--- src/rtl/instr_encoder_pkg.sv ---
// Shared definitions for the RV32I instruction encoder: format codes, opcodes
// and the signed immediate ranges each format can represent.
package instr_encoder_pkg;

  typedef enum logic [2:0] {
    FMT_R  = 3'd0,
    FMT_I  = 3'd1,
    FMT_S  = 3'd2,
    FMT_B  = 3'd3,
    FMT_U  = 3'd4,
    FMT_J  = 3'd5,
    FMT_X6 = 3'd6,
    FMT_X7 = 3'd7
  } fmt_e;

  localparam logic [6:0] OP_LOAD   = 7'b0000011;
  localparam logic [6:0] OP_IMM    = 7'b0010011;
  localparam logic [6:0] OP_STORE  = 7'b0100011;
  localparam logic [6:0] OP_BRANCH = 7'b1100011;
  localparam logic [6:0] OP_LUI    = 7'b0110111;
  localparam logic [6:0] OP_AUIPC  = 7'b0010111;
  localparam logic [6:0] OP_JAL    = 7'b1101111;
  localparam logic [6:0] OP_JALR   = 7'b1100111;
  localparam logic [6:0] OP_R      = 7'b0110011;

  // Branch and jump offsets are even, so their upper limits stop one short
  localparam int IMM12_MIN = -2048;
  localparam int IMM12_MAX = 2047;
  localparam int IMM13_MIN = -4096;
  localparam int IMM13_MAX = 4094;
  localparam int IMM21_MIN = -1048576;
  localparam int IMM21_MAX = 1048574;

  function automatic logic imm_in_range(input logic signed [31:0] v,
                                        input int lo, input int hi);
    return (v >= lo) && (v <= hi);
  endfunction

endpackage

--- src/rtl/instr_encoder_imm_scatter.sv ---
// Combinational field packer: places registers, funct fields and immediate
// bits into the RV32I word for the requested format and flags bad immediates.
module imm_scatter
  import instr_encoder_pkg::*;
(
  input  logic        [2:0]  fmt,
  input  logic        [6:0]  op,
  input  logic        [4:0]  rd,
  input  logic        [4:0]  rs1,
  input  logic        [4:0]  rs2,
  input  logic        [2:0]  funct3,
  input  logic        [6:0]  funct7,
  input  logic signed [31:0] imm,
  output logic        [31:0] instr,
  output logic               err
);

  always_comb begin
    instr = '0;
    err   = 1'b0;
    case (fmt)
      FMT_R: instr = {funct7, rs2, rs1, funct3, rd, op};
      FMT_I: begin
        instr = {imm[11:0], rs1, funct3, rd, op};
        err   = !imm_in_range(imm, IMM12_MIN, IMM12_MAX);
      end
      FMT_S: begin
        instr = {imm[11:5], rs2, rs1, funct3, imm[4:0], op};
        err   = !imm_in_range(imm, IMM12_MIN, IMM12_MAX);
      end
      FMT_B: begin
        instr = {imm[12], imm[10:5], rs2, rs1, funct3, imm[4:1], imm[11], op};
        err   = !imm_in_range(imm, IMM13_MIN, IMM13_MAX) || imm[0];
      end
      FMT_U: begin
        instr = {imm[31:12], rd, op};
        err   = |imm[11:0];
      end
      FMT_J: begin
        instr = {imm[20], imm[10:1], imm[11], imm[19:12], rd, op};
        err   = !imm_in_range(imm, IMM21_MIN, IMM21_MAX) || imm[0];
      end
      default: begin
        instr = '0;
        err   = 1'b1;
      end
    endcase
  end

endmodule

--- src/rtl/instr_encoder.sv ---
// Streaming RV32I encoder: one output register stage with valid/ready
// handshake, sequential byte addressing and a saturating error counter.
module instr_encoder
  import instr_encoder_pkg::*;
#(
  parameter int ADDR_W    = 10,
  parameter int BASE_ADDR = 0
) (
  input  logic              clk,
  input  logic              reset,
  input  logic              in_valid,
  output logic              in_ready,
  input  logic [2:0]        in_fmt,
  input  logic [6:0]        in_op,
  input  logic [4:0]        in_rd,
  input  logic [4:0]        in_rs1,
  input  logic [4:0]        in_rs2,
  input  logic [2:0]        in_funct3,
  input  logic [6:0]        in_funct7,
  input  logic [31:0]       in_imm,
  output logic              out_valid,
  input  logic              out_ready,
  output logic [31:0]       out_instr,
  output logic [ADDR_W-1:0] out_addr,
  output logic              out_err,
  output logic [7:0]        err_cnt
);

  function automatic logic [7:0] sat_inc8(input logic [7:0] c);
    return (c == 8'hFF) ? c : c + 8'd1;
  endfunction

  logic signed [31:0] imm_s;
  logic        [31:0] enc_instr;
  logic               enc_err;
  logic               accept;
  logic               consume;

  logic               vld_p0;
  logic        [31:0] instr_p0;
  logic               err_p0;
  logic [ADDR_W-1:0]  addr_p0;
  logic [ADDR_W-1:0]  next_addr;
  logic        [7:0]  err_cnt_q;

  assign imm_s = $signed(in_imm);

  imm_scatter u_scatter (
    .fmt    (in_fmt),
    .op     (in_op),
    .rd     (in_rd),
    .rs1    (in_rs1),
    .rs2    (in_rs2),
    .funct3 (in_funct3),
    .funct7 (in_funct7),
    .imm    (imm_s),
    .instr  (enc_instr),
    .err    (enc_err)
  );

  assign in_ready = !vld_p0 || out_ready;
  assign accept   = in_valid && in_ready;
  assign consume  = vld_p0 && out_ready;

  // Stage p0: output register; address is bound to the word at accept time
  always_ff @(posedge clk or posedge reset) begin
    if (reset) begin
      vld_p0    <= 1'b0;
      instr_p0  <= '0;
      err_p0    <= 1'b0;
      addr_p0   <= ADDR_W'(BASE_ADDR);
      next_addr <= ADDR_W'(BASE_ADDR);
      err_cnt_q <= '0;
    end else begin
      if (consume && err_p0)
        err_cnt_q <= sat_inc8(err_cnt_q);
      if (accept) begin
        vld_p0    <= 1'b1;
        instr_p0  <= enc_instr;
        err_p0    <= enc_err;
        addr_p0   <= next_addr;
        next_addr <= next_addr + ADDR_W'(4);
      end else if (consume) begin
        vld_p0 <= 1'b0;
      end
    end
  end

  assign out_valid = vld_p0;
  assign out_instr = instr_p0;
  assign out_err   = err_p0;
  assign out_addr  = addr_p0;
  assign err_cnt   = err_cnt_q;

endmodule
--- config.mk ---
export PLATFORM = sky130hd
export DESIGN_NAME = instr_encoder
export DESIGN_NICKNAME = d
export VERILOG_FILES = /design/src/rtl/instr_encoder_pkg.sv /design/src/rtl/instr_encoder_imm_scatter.sv /design/src/rtl/instr_encoder.sv
export SDC_FILE = /design/constraint.sdc
export NUM_CORES = 1
export LEC_CHECK = 0
export CAP_MARGIN = 20
export CORE_MARGIN = 4
export CORE_UTILIZATION = 44
export CTS_BUF_LIST = sky130_fd_sc_hd__clkbuf_4
export CTS_CLUSTER_SIZE = 16
export DETAILED_ROUTE_END_ITERATION = 6
export PLACE_DENSITY = 0.79
export SLEW_MARGIN = 15
export SYNTH_ARGS = -nofsm -noshare
export SYNTH_HDL_FRONTEND = slang
export SYNTH_SLANG_ARGS = --single-unit
--- constraint.sdc ---
create_clock -name clk -period 2.2 [get_ports clk]
set_clock_uncertainty 0.05 [all_clocks]
set_input_delay 0.33 -clock clk [delete_from_list [all_inputs] [get_ports clk]]
set_output_delay 0.33 -clock clk [all_outputs]
set_load 0.02 [all_outputs]
Word-level counts from Yosys, hierarchy flattened
Cells that the tools add are included.
{"block": "totals", "input_bits": 71, "elab_cells": 43, "regBits": 62, "out_inout_bits": 53}
{"block": "op_classes", "reduce_logical": 18, "bitwise": 1, "n_eq_ne": 6, "magnitude_cmp": 6, "muxes": 4, "n_addsub": 2}
{"cell": "32-bit one-hot mux with 6 select lines", "n": 1}
{"cell": "32-bit by 12-bit >= comparator with 1-bit output (second input constant)", "n": 1}
{"cell": "32-bit by 13-bit >= comparator with 1-bit output (second input constant)", "n": 1}
{"cell": "32-bit by 21-bit >= comparator with 1-bit output (second input constant)", "n": 1}
{"cell": "32-bit by 12-bit <= comparator with 1-bit output (second input constant)", "n": 1}
{"cell": "32-bit by 13-bit <= comparator with 1-bit output (second input constant)", "n": 1}
{"cell": "32-bit by 21-bit <= comparator with 1-bit output (second input constant)", "n": 1}
{"cell": "12-bit OR reduction", "n": 1}
{"cell": "10-bit by 3-bit adder with 10-bit output (second input constant)", "n": 1}
{"cell": "8-bit by 1-bit adder with 8-bit output (second input constant)", "n": 1}
{"cell": "8-bit equality test (second input constant)", "n": 1}
{"cell": "3-bit by 2-bit equality test with 1-bit output (second input constant)", "n": 2}
{"cell": "3-bit equality test (second input constant)", "n": 2}
{"cell": "1-bit logical AND", "n": 6}
{"cell": "1-bit one-hot mux with 5 select lines", "n": 1}
{"cell": "1-bit logical NOT", "n": 4}
{"cell": "3-bit by 1-bit equality test with 1-bit output (second input constant)", "n": 1}
{"cell": "3-bit logical NOT", "n": 1}
{"cell": "1-bit logical OR", "n": 3}
{"cell": "1-bit 2-to-1 mux", "n": 2}
{"cell": "2-bit AND reduction", "n": 1}
{"cell": "2-bit nonzero test", "n": 1}
{"cell": "2-bit OR reduction", "n": 1}
{"cell": "1-bit inverter", "n": 1}

Depth between registers and ports, before layout
Gate-level depths: netlist of the first run.
{"block": "depth", "word_depth": 5, "ltp_mapped": 7, "mapped_depth_nobuf": 6}

Cells and area by module
Synthesis of the first run repeated with hierarchy kept, for this count alone.
{"block": "hier_totals", "hier_cells": 376, "area_unflattened_um2": 3221.8}
{"module": "instr_encoder", "area_per_inst_um2": 2389.8, "cells_per_inst": 232, "seq_area_each_um2": 1451.4, "n_inst": 1}
{"module": "imm_scatter", "area_per_inst_um2": 832.0, "cells_per_inst": 144, "seq_area_each_um2": 0.0, "n_inst": 1}

Worst setup path before layout of the first run
Ideal clock, no wire load.
{"block": "synth_path", "path_kind": "reg-to-reg", "from": "register err_cnt_q[0], in the netlist err_cnt[0]", "to": "register err_cnt_q[6], in the netlist err_cnt[6]", "slack_ps": 437, "t_arrival_ps": 1633, "path_buffers": 0, "path_stages_with_launch": 7, "period_less_slack_ps": 1763, "t_required_ps": 2070, "setup_ps": 80, "path_cell_list": "dfrtp_1 ha_1 and2_1 a31oi_4 and4_1 and3_1 xor2_1"}
{"block": "synth_via", "elab_chain_cells": 3, "elab_cells_between_ends": 4, "classes_between": "1 x add/sub; 1 x eq/ne; 1 x bitwise; 1 x reduce/logical"}
{"element": "from (decl)", "line_no": "instr_encoder.sv:44", "rtl": "logic [7:0] err_cnt_q;"}
{"element": "from (signal assigned)", "line_no": "instr_encoder.sv:76", "rtl": "err_cnt_q <= sat_inc8(err_cnt_q);"}
{"element": "parallel branches: the longest is 3 deep, another holds 8-bit by 1-bit adder with 8-bit output"}
Parallel ways; which one is timed is not known.
A chain may end at the register's enable or synchronous reset.

Final worst setup path of the first run
{"block": "layout_path", "from": "input port out_ready", "to": "output port in_ready"}
{"block": "layout_via", "elab_chain_cells": 1}
{"element": "from (decl)", "line_no": "instr_encoder.sv:22", "rtl": "input logic out_ready,"}
{"element": "1-bit logical OR", "line_no": "instr_encoder.sv:61", "rtl": "assign in_ready = !vld_p0 || out_ready;"}
{"element": "to (decl)", "line_no": "instr_encoder.sv:12", "rtl": "output logic in_ready,"}
No other way between the ends.

==> results of run 1 <==
==> logic make-up (layout without fill, tap and decap cells) <==
| group | count (synthesis) | after routing | share of synthesized area (%) |
|---|---|---|---|
| adders and majority gates | 2 | 2 | 0.834 |
| muxes | 19 | 19 | 6.51 |
| other | 1 | 2 | 0.125 |
| xor gates and xnor gates | 14 | 14 | 4.09 |
| AOI/OAI and AO/OA | 63 | 63 | 15.7 |
| buffers and inverters | 24 | 159 | 4.05 |
| and+or+nand+nor | 129 | 129 | 20.3 |
| DFF | 58 | 58 | 48.4 |
==> metrics by stage <==
step / utilization, % / instance area [µm²] / cells
final: 69.0 / 4480 / 523
after global placement: 67.0 / 4350 / 507
after detailed placement: 67.0 / 4350 / 507
after floorplan: - / 3000 / 311
after CTS: 69.0 / 4480 / 523
after global routing: 69.0 / 4480 / 523
==> cells in the final DEF, fill, tap and decap left out, types with 3 or more instances in the layout <==
| master | count |
|---|---|
| buf_4 | 17 |
| nor2_1 | 33 |
| nand2_1 | 53 |
| nor4_1 | 6 |
| clkdlybuf4s50_1 | 121 |
| dfrtp_1 | 58 |
| mux2i_1 | 15 |
| clkinv_2 | 3 |
| nand3_1 | 4 |
| mux2_2 | 4 |
| xnor2_1 | 9 |
| a22o_1 | 8 |
| o21ai_0 | 14 |
| nand4_1 | 11 |
| a21oi_1 | 6 |
| xor2_1 | 5 |
| inv_1 | 3 |
| nor2b_1 | 6 |
| o21ai_1 | 5 |
| a221oi_1 | 15 |
| clkbuf_4 | 10 |
==> critical path: stages <==
cell	delay (ns)
clkdlybuf4s50_1	0.48
nand2b_1	0.18
clkdlybuf4s50_1	0.63
==> layout make-up <==
type | instances | area share [%]
Tap cell | 77 | 2.15
Clock buffer | 10 | 1.67
Multi-Input combinational cell | 229 | 31.9
Inverter | 4 | 0.335
Timing Repair Buffer | 139 | 30.3
Clock inverter | 6 | 1.28
Sequential cell | 58 | 32.4
==> layer usage <==
metal | vias up | wire length (µm) | global-route usage [%]
met4 | 0 | 204 | 9.44
met5 | - | 0 | 0
met3 | 26 | 584 | 4.42
met2 | 139 | 4250 | 34.7
met1 | 1357 | 3520 | 27.1
li1 | 1372 | - | -
==> registers in the layout (all words and copies together) (netlist names) <==
name / cells
err_cnt: 8
out_err: 1
out_valid: 1
out_addr: 8
next_addr: 8
out_instr: 32
==> power by group through the flow <==
stage | clock [mW] | sequential [mW] | combinational [mW]
2_1_floorplan | 0 | 1.72 | 0.389
3_3_place_gp | 0 | 1.51 | 1.22
3_5_place_dp | 0 | 1.52 | 1.24
4_1_cts | 0.778 | 1.51 | 1.25
5_1_grt | 0.822 | 1.54 | 1.33
6_report | 0.759 | 1.51 | 1.23
==> worst min path at each step <==
stage	startpoint	end	slack, ns	cells after the start
6_report	reset	out_err$_DFFE_PP0P_	0.15	2
5_1_grt	reset	out_err$_DFFE_PP0P_	0.16	2
4_1_cts	reset	out_err$_DFFE_PP0P_	0.14	2
3_5_place_dp	next_addr[9]$_DFFE_PP0P_	next_addr[9]$_DFFE_PP0P_	0.41	1
3_3_place_gp	out_addr[6]$_DFFE_PP0P_	out_addr[6]$_DFFE_PP0P_	0.41	2
2_1_floorplan	in_valid	out_valid$_DFFE_PP0P_	0.39	1
==> out/metrics.cfg, run 1 <==
[global_route]
grt_first_pass_wirelength_um = 14200
antenna_found_initial = 0
overflow = 0
grt_pass1_vias = 2926
grt_max_degree = 42
grt_usage_pct = 21.2

[synthesis]
syn_avg_cell_area_um2 = 9.67
synth_common_cells = dfrtp_1 (58), nand2_1 (53), nor2_1 (33)
ys_ff_latch = 58
syn_inst = 310
synth_edf_count = 0
synthTopCellsByArea = dfrtp_1 (48%), nand2_1 (6.6%), mux2i_1 (5.0%)
seq_area_frac_synth_pct = 48.4
synth_top_area_share_pct = 48.4
synth_ff_type = dfrtp_1
yosysWarningCount = 0
syn_area_mm2 = 0.00300
ys_types = 45
yosys.area.top_type = dfrtp_1
async_flop_share_pct = 100
synth_most_common_cell = dfrtp_1

[setup_path]
required_ns = 1.82
cp-startpoint = out_ready
start_kind = primary input
worstSetupEndpointType = output port
endpoint = in_ready
reg2reg_to = err_cnt[6]$_DFFE_PP0P_
worstPathArrival_ns = 1.62
worstSetupPathType = in2out
rr_worst_depth = 6
reg2reg_slack_ns = 0.40
reg2reg_from = err_cnt[0]$_DFFE_PP0P_
path_max_fanout = 4

[layout]
diodes = 0
fillerInstances = 516
nNetsFinal = 514
multi_input_area_mm2 = 0.00143
drive_gt1_share_pct = 10.3
final-seq-area_mm2 = 0.00145
area_growth_pct = 49.5

[route]
avgViaCountPerCell = 5.53
vias = 2894
post_drt_wl_per_cell_um = 16.4
antenna_left = 0
firstDrtPassIters = 4
route.detailed.drc = 0
drtIter0Drc = 99
wirelength_um = 8560

[cts]
htree_levels = 3
clk_pin_slew_ns = 0.11
clkSinkCount = 58
cts_hold_buf = 0
clockRootBuffer = clkbuf_4
cts_resized = 0
cts_made_buffers = 9
post-cts-setup-buffers = 0
cts.path.max_buffers = 2
cts_tree = yes
clock_latency_ns = 0.40

[power_and_ir_drop]
p_leak_nw = 1.93
cellPowerDensity_mw_per_mm2 = 780
p_int_mw = 2.29
pwr-share-comb_pct = 35.3
seq_power_share_pct = 43.0
p_sw_share_pct = 34.6
finalPower_mw = 3.50
clockPowerShare_pct = 21.7
power_switching_mw = 1.21
irDropWorstVdd_mv = 0.302

[place]
dp_hpwl_um = 6590
dpl_worst_slack_ns = 0.0764
io_buffers = 121
gp_congestion = 0.917

[die]
die_area_mm2 = 0.00820
initial_core_util_pct = 46.2
core_region_area_mm2 = 0.00649
row_count = 29
pin_count = 124
chipWidth_um = 90.6
die_h_um = 90.6

[sta]
finalCriticalPeriod_ns = 2.00
finalHoldViolCount = 0
timing.final.crit_share_pct = 90.9
slew_headroom_pct = 48.6
final_max_slew_viol_count = 0
rsz0062_at_grt = false
setup_viol = 0
holdWs_ns = 0.150
setup_slack_ns = 0.201
worst_pin_slew_ns = 0.771
timing.setup.tns_ns = 0
fmax_mhz = 500

[flow_run]
drv_cap = 0

[min_path]
min_path_type = in2async

[run_status]
outcome = finished, final reports clean

No activity file was read; power rests on OpenSTA's default activity.
==> inputs of run 2 (changes only) <==
==> constraint.sdc (replaced) <==
create_clock -name clk -period 2.2 [get_ports clk]
set_clock_uncertainty 0.05 [all_clocks]
set_input_delay 0.33 -clock clk [delete_from_list [all_inputs] [get_ports clk]]
set_output_delay 0.33 -clock clk [all_outputs]
set_load 0.005 [all_outputs]
==> run 2 against run 1 <==
Compared with the run above:
- sequential power about the same
- first-iteration DRC count up 9.1%
- routed wire length up 1.8%
- critical path depth unchanged
- combinational power down 17%
- flip-flop and latch count unchanged
- clock power down 2.6%
- utilization down 0.19 points
- non-clock buffer count down 1
- power down 6.7%
- critical path type unchanged
==> out/metrics.cfg, run 2 (synthesis gave the netlist of run 1 again) <==
[place]
io_buffers = 121
dpl_worst_slack_ns = 0.0672
dp_hpwl_um = 6710
gp_congestion = 0.906

[sta]
setup_slack_ns = 0.329
setup_viol = 0
final_max_slew_viol_count = 0
worst_pin_slew_ns = 0.780
timing.final.crit_share_pct = 85.0
slew_headroom_pct = 48.0
timing.setup.tns_ns = 0
finalCriticalPeriod_ns = 1.87
fmax_mhz = 535
rsz0062_at_grt = false
finalHoldViolCount = 0

[cts]
cts_made_buffers = 9
cts_resized = 0
cts.path.max_buffers = 2
clock_latency_ns = 0.39
htree_levels = 3
clk_pin_slew_ns = 0.10
post-cts-setup-buffers = 0
cts_hold_buf = 0
clkSinkCount = 58
cts_tree = yes
clockRootBuffer = clkbuf_4

[power_and_ir_drop]
finalPower_mw = 3.26
p_leak_nw = 1.91
irDropWorstVdd_mv = 0.352
cellPowerDensity_mw_per_mm2 = 729

[die]
row_count = 29
core_region_area_mm2 = 0.00649
initial_core_util_pct = 46.2
die_h_um = 90.6
pin_count = 124
chipWidth_um = 90.6
die_area_mm2 = 0.00820

[route]
route.detailed.drc = 0
wirelength_um = 8710
avgViaCountPerCell = 5.58
post_drt_wl_per_cell_um = 16.7
firstDrtPassIters = 4
drtIter0Drc = 108
antenna_left = 0
vias = 2912

[setup_path]
cpPeakStageDelay_ns = 0.53
rr_worst_depth = 6
path_max_fanout = 4
cp_slowest_cell = clkdlybuf4s50_1
start_kind = primary input
worstSetupPathDepth = 3
required_ns = 1.82
worstSetupEndpointType = output port
cpMostUsedCell = clkdlybuf4s50_1
cp_cell_sequence = clkdlybuf4s50_1, nand2b_1, clkdlybuf4s50_1
worstPathArrival_ns = 1.49
crit_buf_inv = 2
cpLargestDelayFamily = buffers and inverters
worstSetupPathType = in2out

[min_path]
min_path_type = in2async

[layout]
nNetsFinal = 513
largest_reg_flops = 32
final_common_cell = clkdlybuf4s50_1
most-common-layout-cells = clkdlybuf4s50_1 (121), dfrtp_1 (58), nand2_1 (53)
diodes = 0
drive_gt1_share_pct = 9.89
area_growth_pct = 49.1

[global_route]
grt_pass1_vias = 2943
antenna_found_initial = 0
overflow = 0
grt_first_pass_wirelength_um = 14300
grt_max_degree = 42
grt_usage_pct = 21.4

[flow_run]
drv_cap = 0

[run_status]
outcome = finished, final reports clean

[run 2: cell count changes in the layout (fill, tap and decap cells not counted), sizes merged]
cell / previous run / this run
buf: 18 / 17
clkinvlp: 0 / 1
clkbuf: 10 / 9
[run 2: cell type report]
type | instances | area, µm²
Multi-Input combinational cell | 229 | 1430
Inverter | 4 | 15.0
Clock buffer | 9 | 67.6
Timing Repair Buffer | 138 | 1350
Sequential cell | 58 | 1450
Tap cell | 77 | 96.3
Clock inverter | 7 | 60.1
Fill cell | 504 | 2020
[run 2: stage by stage]
step                area, µm²  utilization (%)  hold WS [ns]  cells
CTS                      4470             68.8         0.153    522
global route             4470             68.8         0.171    522
finish                   4470             68.8         0.160    522
global placement         4340             66.9         0.407    506
detailed placement       4340             66.9         0.414    506
floorplan                3000                -         0.388    311
[run 2: worst paths after layout]
kind,start,endpoint,slack (ns)
setup / recovery,out_ready,in_ready,0.33
hold / removal,reset,out_instr[14]$_DFFE_PP0P_,0.16
setup reg to reg,err_cnt[0]$_DFFE_PP0P_,err_cnt[6]$_DFFE_PP0P_,0.41
hold reg to reg,out_addr[4]$_DFFE_PP0P_,out_addr[4]$_DFFE_PP0P_,0.43
max in group asynchronous,reset,out_addr[6]$_DFFE_PP0P_,1.38
min in group clk,out_addr[4]$_DFFE_PP0P_,out_addr[4]$_DFFE_PP0P_,0.43
[run 2: per-layer routing]
| metal | routed length [µm] | track usage, % | vias up |
|---|---|---|---|
| li1 | - | - | 1378 |
| met1 | 3640 | 26.9 | 1386 |
| met2 | 4310 | 36.7 | 131 |
| met3 | 566 | 4.08 | 17 |
| met4 | 187 | 7.78 | 0 |
| met5 | 0 | 0 | - |
[run 2: worst register-to-register path, delay by kind of cell (launching register included)]
family	cells	cell delay, ns
simple gates	3	0.62
flops	1	0.43
compound gates	1	0.25
fa+ha+maj	1	0.24
xor+xnor	1	0.14
[run 2: report_power, final]
| part | total (mW) | switching, mW | internal [mW] |
|---|---|---|---|
| Combinational | 1.02 | 0.383 | 0.634 |
| Sequential | 1.51 | 0.208 | 1.30 |
| Clock | 0.739 | 0.406 | 0.333 |
